--- src/rtl/axi_profile_win_ctrl.sv ---
// Purpose: measurement-window sequencer; counts per-channel AXI handshakes over N-cycle windows.
// Latency: snapshots and SNAP_VALID appear the cycle after the last window cycle.
// Backpressure: none; observes handshakes only, never stalls the bus.
module axi_profile_win_ctrl #(
  parameter int CNT_W = 32,
  parameter int WIN_W = 32
) (
  input  logic             ACLK,
  input  logic             ARESETn,
  input  logic             CFG_EN,
  input  logic             CFG_CLR,
  input  logic             CFG_CONT,
  input  logic [WIN_W-1:0] CFG_WIN_LEN,
  input  logic             AW_HS,
  input  logic             W_HS,
  input  logic             B_HS,
  input  logic             AR_HS,
  input  logic             R_HS,
  output logic [CNT_W-1:0] SNAP_AW,
  output logic [CNT_W-1:0] SNAP_W,
  output logic [CNT_W-1:0] SNAP_B,
  output logic [CNT_W-1:0] SNAP_AR,
  output logic [CNT_W-1:0] SNAP_R,
  output logic             SNAP_VALID,
  output logic [15:0]      WIN_NUM,
  output logic             WIN_ACTIVE,
  output logic             OVF
);

  typedef enum logic [1:0] {IDLE, RUN, DONE} state_t;

  state_t                  state;
  logic [WIN_W-1:0]        timer;
  logic [4:0][CNT_W-1:0]   live;
  logic [4:0][CNT_W-1:0]   live_nxt;
  logic [4:0][CNT_W-1:0]   snap;
  logic [4:0]              hs;
  logic                    sat_hit;
  logic                    len_nz;

  // Channel order in all packed arrays: AW, W, B, AR, R (bit 0 .. bit 4).
  assign hs     = {R_HS, AR_HS, B_HS, W_HS, AW_HS};
  assign len_nz = |CFG_WIN_LEN;

  assign SNAP_AW = snap[0];
  assign SNAP_W  = snap[1];
  assign SNAP_B  = snap[2];
  assign SNAP_AR = snap[3];
  assign SNAP_R  = snap[4];

  // Saturating increment of every live counter; flags an increment lost to saturation.
  always_comb begin
    live_nxt = live;
    sat_hit  = 1'b0;
    for (int i = 0; i < 5; i++) begin
      if (hs[i]) begin
        if (&live[i]) sat_hit = 1'b1;
        else          live_nxt[i] = live[i] + CNT_W'(1);
      end
    end
  end

  // Window FSM with counters, snapshots and status outputs all registered here.
  always_ff @(posedge ACLK or negedge ARESETn) begin
    if (!ARESETn) begin
      state      <= IDLE;
      timer      <= '0;
      live       <= '0;
      snap       <= '0;
      SNAP_VALID <= 1'b0;
      WIN_NUM    <= '0;
      WIN_ACTIVE <= 1'b0;
      OVF        <= 1'b0;
    end else if (CFG_CLR) begin
      // Clear dominates every state and holds the block in IDLE.
      state      <= IDLE;
      timer      <= '0;
      live       <= '0;
      snap       <= '0;
      SNAP_VALID <= 1'b0;
      WIN_NUM    <= '0;
      WIN_ACTIVE <= 1'b0;
      OVF        <= 1'b0;
    end else begin
      SNAP_VALID <= 1'b0;
      case (state)
        IDLE: begin
          if (CFG_EN && len_nz) begin
            state      <= RUN;
            timer      <= CFG_WIN_LEN - WIN_W'(1);
            live       <= '0;
            WIN_ACTIVE <= 1'b1;
          end
        end
        RUN: begin
          if (!CFG_EN) begin
            // Abort: discard the partial window, keep the last snapshot.
            state      <= IDLE;
            live       <= '0;
            WIN_ACTIVE <= 1'b0;
          end else begin
            if (sat_hit) OVF <= 1'b1;
            if (timer != '0) begin
              timer <= timer - WIN_W'(1);
              live  <= live_nxt;
            end else begin
              // Last window cycle: this cycle's events go into the snapshot,
              // so the next window starts from zero without losing any.
              snap       <= live_nxt;
              SNAP_VALID <= 1'b1;
              WIN_NUM    <= WIN_NUM + 16'd1;
              live       <= '0;
              if (CFG_CONT && len_nz) begin
                timer <= CFG_WIN_LEN - WIN_W'(1);
              end else if (CFG_CONT) begin
                state      <= IDLE;
                WIN_ACTIVE <= 1'b0;
              end else begin
                state      <= DONE;
                WIN_ACTIVE <= 1'b0;
              end
            end
          end
        end
        DONE: begin
          if (!CFG_EN) state <= IDLE;
        end
        default: begin
          state      <= IDLE;
          WIN_ACTIVE <= 1'b0;
        end
      endcase
    end
  end

endmodule

--- config.mk ---
export PLATFORM = sky130hd
export DESIGN_NAME = axi_profile_win_ctrl
export DESIGN_NICKNAME = d
export VERILOG_FILES = /design/src/rtl/axi_profile_win_ctrl.sv
export SDC_FILE = /design/constraint.sdc
export NUM_CORES = 1
export LEC_CHECK = 0
export CAP_MARGIN = 15
export CORE_AREA = 3 3 218 220
export CTS_CLUSTER_DIAMETER = 60
export DETAILED_ROUTE_END_ITERATION = 6
export DIE_AREA = 0 0 221 223
export DONT_BUFFER_PORTS = 1
export PLACE_DENSITY_LB_ADDON = 0.15
export SLEW_MARGIN = 20
export SYNTH_ARGS = -nofsm -noshare
export SYNTH_HDL_FRONTEND = slang
export SYNTH_SLANG_ARGS = --single-unit
--- constraint.sdc ---
create_clock -name ACLK -period 4.4 [get_ports ACLK]
set_clock_uncertainty 0.1 [all_clocks]
set_input_delay 0.44 -clock ACLK [delete_from_list [all_inputs] [get_ports ACLK]]
set_output_delay 0.44 -clock ACLK [all_outputs]
set_load 0.02 [all_outputs]
==> run_results.csv <==
group,metric,value,unit
detailed_routing,viasPerCell,5.91,
setup_path,path_buf_inv,2,
clocking,cts_buffers,44,
layout,n_antenna_cell,0,
synthesis,async_flop_share,100,%
setup_path,critPathLaunchType,"flop",
sta,period_needed,3470,ps
sta,setup-tns-final,0,ps
setup_path,worstSetupStartpoint,"timer[21]",
global_routing,grt_pass1_vias,16355,
floorplanning,fp.dieW,221,microns
detailed_routing,ant_nets,0,
setup_path,r2r_start,"timer[21]",
synthesis,syn_area,0.0205,sq mm
synthesis,syn_area_per_cell,8.81,sq um
setup_path,cpPeakStageDelay,690,ps
run,max-cap-violations,0,
synthesis,synth_area_leader_cell,"dfrtp_1",
global_routing,busiest_layer,"met2",
layout,area_delta_synth_final,9.38,%
setup_path,cp.required,4750,ps
min_path,hold_path_class,"primary input to async pin",
clocking,post_cts_buffers,0,
power_and_ir_drop,power_density,346,mW/mm^2
synthesis,yosysMostFrequentCell,"dfrtp_1",
global_routing,grt_util_met1,30.5,%
setup_path,endpoint_kind,"flop",
synthesis,synthTopCellsByCount,"dfrtp_1, nor2_1, nand2_1",
place,dp_cells,2801,
floorplanning,dieArea,0.0493,sq mm
place,postPlaceCellArea,0.0209,sq mm
power_and_ir_drop,cellLeakagePower,0.00856,uW
sta,setup_violations,0,
synthesis,ys_ff_latch,373,
sta,tightest_slew,1580,ps
sta,final_hold_viol_count,373,
setup_path,crit_chain,"nor4_1, nand3b_1, or4_1, nor2_4, buf_12, buf_12, nor2_1, a211oi_1",
global_routing,grt_use_met3,5.34,%
detailed_routing,first_pass_iters,7,
floorplanning,die_h,223,microns
detailed_routing,drc,0,
sta,rsz0062_at_grt,"false",
synthesis,synth-edff-count,0,
global_routing,grt_pass1_wl,90000,microns
clocking,hold_buffers,5,
floorplanning,rows,78,
clocking,htreeDepth,2,
global_routing,grtUsageMet2,34.4,%
place,gp_congestion,0.862,
setup_path,critPathKind,"flop to flop",
layout,fin_nets,2303,
sta,fin_crit_sh,78.8,%
synthesis,synthFlopType,"dfrtp_1",
detailed_routing,wire_per_inst,19.3,microns
clocking,cts_resized,0,
status,violations,"hold timing, slew limit",
place,port_buffers,0,
detailed_routing,wirelength,55500,microns
floorplanning,start_util,45.2,%
clocking,cts_tree,"built",
setup_path,worstPathArrival,3820,ps
clocking,clk_latency,560,ps
setup_path,worstSetupPathDepth,8,
place,dp_hpwl,35800,microns
clocking,path_clk_slew,60,ps
setup_path,ff2ff_path_depth,8,
setup_path,reg2reg_to,"SNAP_R[28]",
power_and_ir_drop,ir_worst_vdd,218,uV
sta,slew_viol_final,76,
global_routing,grt_usage,22.0,%
sta,hold-worst-slack,-530,ps
global_routing,grt_max_degree,374,
synthesis,synthTopCellsByArea,"dfrtp_1, a211oi_1, o21ai_0",
setup_path,cpMostUsedCell,"buf_12",
setup_path,slowest_stage,"or4_1",
setup_path,crit_path_end,"SNAP_R[28]",
clocking,root_buffer,"clkbuf_16",
floorplanning,core,0.0455,sq mm
setup_path,rrSetupSlack,930,ps
synthesis,syn_nets,2383,
clocking,cts_max_path_buffers,3,
setup_path,worstPathMaxFanout,43,
synthesis,ys_types,75,
detailed_routing,vias,17034,
synthesis,yosys_warnings,0,
global_routing,overflow,0,
status,status,"finished, violations left",
layout,final_cell_count_no_fill,2884,
clocking,cts_sinks,373,
sta,slew_headroom,-5.10,%
sta,max_freq,288,MHz
synthesis,yosysSeqAreaShare,45.4,%
synthesis,syn_inst,2332,
synthesis,yosysTopAreaCellShare,45.4,%
setup_path,cpLargestDelayFamily,"simple AND/OR/NAND/NOR gates",
detailed_routing,drt_iter0_drc,1232,
layout,final_layout_size_suffix_gt1_share,5.91,%
global_routing,antenna_found_initial,0,
floorplanning,io_pins,221,
layout,postLayoutCellArea,0.0225,sq mm
## metrics by stage
stage                     power, uW  hold slack (ps)  setup slack [ps]  util, %
after floorplan                3930             44.4              1700        -
after global placement         4010             60.8              1130     46.0
after detailed placement       4020             64.2               990     46.0
after CTS                      7860             -556              1010     49.4
after global routing           8050             -551               744     49.4
final                          7770             -530               932     49.4
## state kept, by name, summed over array words and instances, names as in the netlist
register and count:
OVF 1, SNAP_AR 32, SNAP_AW 32, SNAP_B 32, SNAP_R 32, SNAP_VALID 1
SNAP_W 32, WIN_ACTIVE 1, WIN_NUM 16, live 160, state 2, timer 32
## placed cells by master, fill, tap and decap left out, types with 12 or more instances in the layout
| master | Yosys | final |
|---|---|---|
| o22ai_1 | 19 | 19 |
| inv_1 | 43 | 43 |
| nor4_1 | 24 | 24 |
| buf_4 | 5 | 16 |
| nand2_1 | 238 | 238 |
| and4_1 | 19 | 19 |
| xnor2_1 | 105 | 105 |
| xor2_1 | 84 | 84 |
| nor2_1 | 274 | 273 |
| a31oi_1 | 71 | 71 |
| nand4_1 | 42 | 42 |
| o21ai_1 | 12 | 12 |
| and2_1 | 26 | 26 |
| a211oi_1 | 154 | 154 |
| clkbuf_16 | 0 | 45 |
| dfrtp_1 | 373 | 373 |
| a21oi_1 | 113 | 113 |
| o31ai_1 | 52 | 52 |
| nand3_1 | 73 | 73 |
| o21ai_0 | 207 | 207 |
| and3_1 | 48 | 48 |
| nor3_1 | 56 | 56 |
| or3_1 | 21 | 21 |
## worst register-to-register path, stage by stage (launching register included)
cell and delay [ps]:
dfrtp_1 430, nor4_1 540, nand3b_1 340, or4_1 690, nor2_4 420, buf_12 280, buf_12 280, nor2_1 60
a211oi_1 240
## layout make-up
type	instances	area, sq um
timing repair buffer	31	388
tap	600	751
sequential	373	9330
clock inverter	19	208
clock buffer	59	1280
fill	4316	23000
multi-input combinational	1759	10300
inverter	43	161
## routing by layer
layer	part of all wire (%)	vias to the layer above
met1	46	8253
met3	6.9	87
li1	-	8260
met4	2.5	0
met5	0	-
met2	45	434
## worst min path at each step
stage / start / cells past startpoint / to / slack, ps
5_1_grt: ARESETn / 0 / SNAP_B[18] / -550
4_1_cts: ARESETn / 0 / SNAP_W[12] / -560
3_3_place_gp: ARESETn / 0 / SNAP_B[18] / 60
6_report: ARESETn / 0 / SNAP_W[12] / -530
2_1_floorplan: ARESETn / 0 / OVF / 40
3_5_place_dp: ARESETn / 0 / SNAP_W[12] / 60
## logic make-up (layout without fill, tap and decap cells)
logic type,count (synthesis),after routing,synth area share [%]
adders and majority gates,9,9,0.548
DFF,373,373,45.4
AOI/OAI and AO/OA,676,676,20.8
muxes,7,7,0.347
and+or+nand+nor,878,878,20.5
xor gates and xnor gates,189,189,8.06
buffers and inverters,200,152,4.31
## power breakdown
group | total, uW | switching (uW) | internal [uW] | leakage [uW]
clock network | 3760 | 1490 | 2270 | 0.000739
logic | 489 | 333 | 156 | 0.00263
registers | 3520 | 50.5 | 3470 | 0.00519
No activity file was read; power rests on OpenSTA's default activity.
==> patch: new RTL, config.mk and constraints unchanged <==
The 3 states of `state_t` get a one-hot encoding in 3 bits.
--- a/src/rtl/axi_profile_win_ctrl.sv
+++ b/src/rtl/axi_profile_win_ctrl.sv
@@ -28,5 +28,5 @@
 );
 
-  typedef enum logic [1:0] {IDLE, RUN, DONE} state_t;
+  typedef enum logic [2:0] {IDLE = 3'b001, RUN = 3'b010, DONE = 3'b100} state_t;
 
   state_t                  state;
Function: same outputs for any inputs over 4 cycles, from zero or initial values and one cycle with ARESETn low; so few cycles prove little.
==> patch against the original RTL <==
  * Sequential cell count up 1
  * Critical path type unchanged
  * Design area up 0.85%
  * Count of clock-buffer cells in the layout up 5
  * Area after synthesis up 0.37%
  * The flow finishes with violations (hold timing)
  * Non-clock buffer count up 1
  * Total power up 2.3%
  * Wire length up 2.1%
  * Worst setup slack better by 270 ps
==> patch: results (changes against the original RTL) <==
- Crit-path max FO: 52 (+21%)
- Pleak: 0.00876 uW (+2.3%)
- Hold-fix buffers, CTS: 6 (+1)
- Synth cell count leaders: dfrtp_1, nor2_1, nand2_1
- Vias per cell: 6.06 (+2.5%)
- Post-DP HPWL: 36000 um (+0.33%)
- Number of global-route vias before repair: 16400 (unchanged)
- YS warnings: 0 (unchanged)
- Post-CTS setup buffer count: 0 (unchanged)
- Actual slew at the worst max-slew pin: 1100 ps (-472 ps)
- Failing checks: hold timing
- Clk root buf: clkbuf_16
- Sequential area share after synthesis: 45.4% (about the same)
- H-tree levels: 2 (unchanged)
- Final #Nets: 2304 (+0.043%)
- Largest reg by FF count: live
- Clock buffer count from CTS: 46 (+4.5%)
- Worst path arrival time: 3550 ps (-270 ps)
- First-pass GRT wire length: 91000 um (+1.1%)
- DRT iter0 DRCs: 1459 (+18%)
- Largest net degree at the start of global routing: 375 (+0.27%)
- Global-route usage over all layers: 22.3% (+0.25 points)
- First-pass detailed-route iteration total: 5 (-2)
- Initial antenna violation count: 0 (unchanged)
- Top delay family on crit path: simple AND/OR/NAND/NOR gates
- Skew-Pair Late Insertion Delay: 570 ps
- VDD IR max: 0.275 mV (+26%)
- Syn nets: 2390 (+0.29%)
- Slowest cell on crit path: nor4_1
- Hold Vio Cnt, Final: 373 (unchanged)
- Share of cells above drive strength 1: 5.99% (+0.074 points)
- Synth cell types: 65 (-13%)
- Hold WS: -529 ps (+0.847 ps)
- Top cells by area, synth: dfrtp_1, a211oi_1, nor2_1
- Final WL: 56700 um (+2.1%)
- Asr flop ratio synth: 100% (unchanged)
- RD Place Congestion: 0.865 (+0.38%)
- Slowest cell delay on critical path: 590 ps (-100 ps)
- Status: complete, but fails checks
[patch: worst register-to-register path, stage by stage, from the launching register on]
cell and delay (ps):
dfrtp_1 430, nor4_1 590, and4_1 430, nand3_1 180
nand3_4 570, buf_4 400, o21ai_0 130, a32o_1 250
[patch: logic make-up (layout without fill, tap and decap cells)]
| logic type | after synthesis | after routing | synth area share [%] |
|---|---|---|---|
| and+or+nand+nor | 859 | 859 | 20.3 |
| AOI/OAI and AO/OA | 687 | 687 | 21.3 |
| DFF | 374 | 374 | 45.4 |
| buffers and inverters | 217 | 167 | 4.23 |
| xor gates and xnor gates | 188 | 188 | 7.99 |
| adders and majority gates | 9 | 9 | 0.546 |
| muxes | 5 | 5 | 0.243 |
[patch: stage by stage]
step | cell area (um^2) | hold WS, ps | setup WS, ps | instances | utilization, %
finish | 22700 | -529 | 1200 | 2889 | 49.8
global route | 22700 | -557 | 945 | 2889 | 49.8
CTS | 22700 | -557 | 1150 | 2889 | 49.8
detailed placement | 21000 | 61.2 | 1070 | 2799 | 46.1
global placement | 21000 | 63.5 | 1130 | 2799 | 46.1
floorplan | 20600 | 44.4 | 1640 | 2339 | -
[patch: layer usage]
layer | share of wire (%) | wire, um | GRT usage [%] | vias to the layer above
li1 | - | - | - | 8339
met1 | 45 | 25500 | 30.6 | 8565
met2 | 46 | 26200 | 35.8 | 513
met3 | 6.7 | 3790 | 5.04 | 76
met4 | 2.2 | 1240 | 5.65 | 0
met5 | 0 | 0 | 0 | -
[patch: final cells by class]
| type | count | area [um^2] |
|---|---|---|
| inverters | 51 | 191 |
| flip-flops and latches | 374 | 9360 |
| multi-input cells | 1748 | 10400 |
| well taps | 600 | 751 |
| clock buffers | 64 | 1340 |
| fillers | 4330 | 22800 |
| clock inverters | 20 | 262 |
| repair buffers | 32 | 323 |
[patch: worst paths after layout]
| path | startpoint | slack (ps) | to | cells after the start |
|---|---|---|---|---|
| min in group ACLK | CFG_WIN_LEN[0] | 40 | timer[0] | 3 |
| worst max register to register | timer[28] | 1200 | timer[12] | 7 |
| worst min register to register | timer[31] | 410 | timer[31] | 1 |
| worst min-delay path | ARESETn | -530 | SNAP_AR[25] | 0 |
| worst max-delay path | timer[28] | 1200 | timer[12] | 7 |
| max in group asynchronous | ARESETn | 3900 | state[2] | 0 |
[patch: power breakdown]
group / switching [uW] / internal [uW] / total [uW]
logic: 304 / 136 / 440
clock network: 1560 / 2430 / 3990
registers: 40.8 / 3470 / 3510
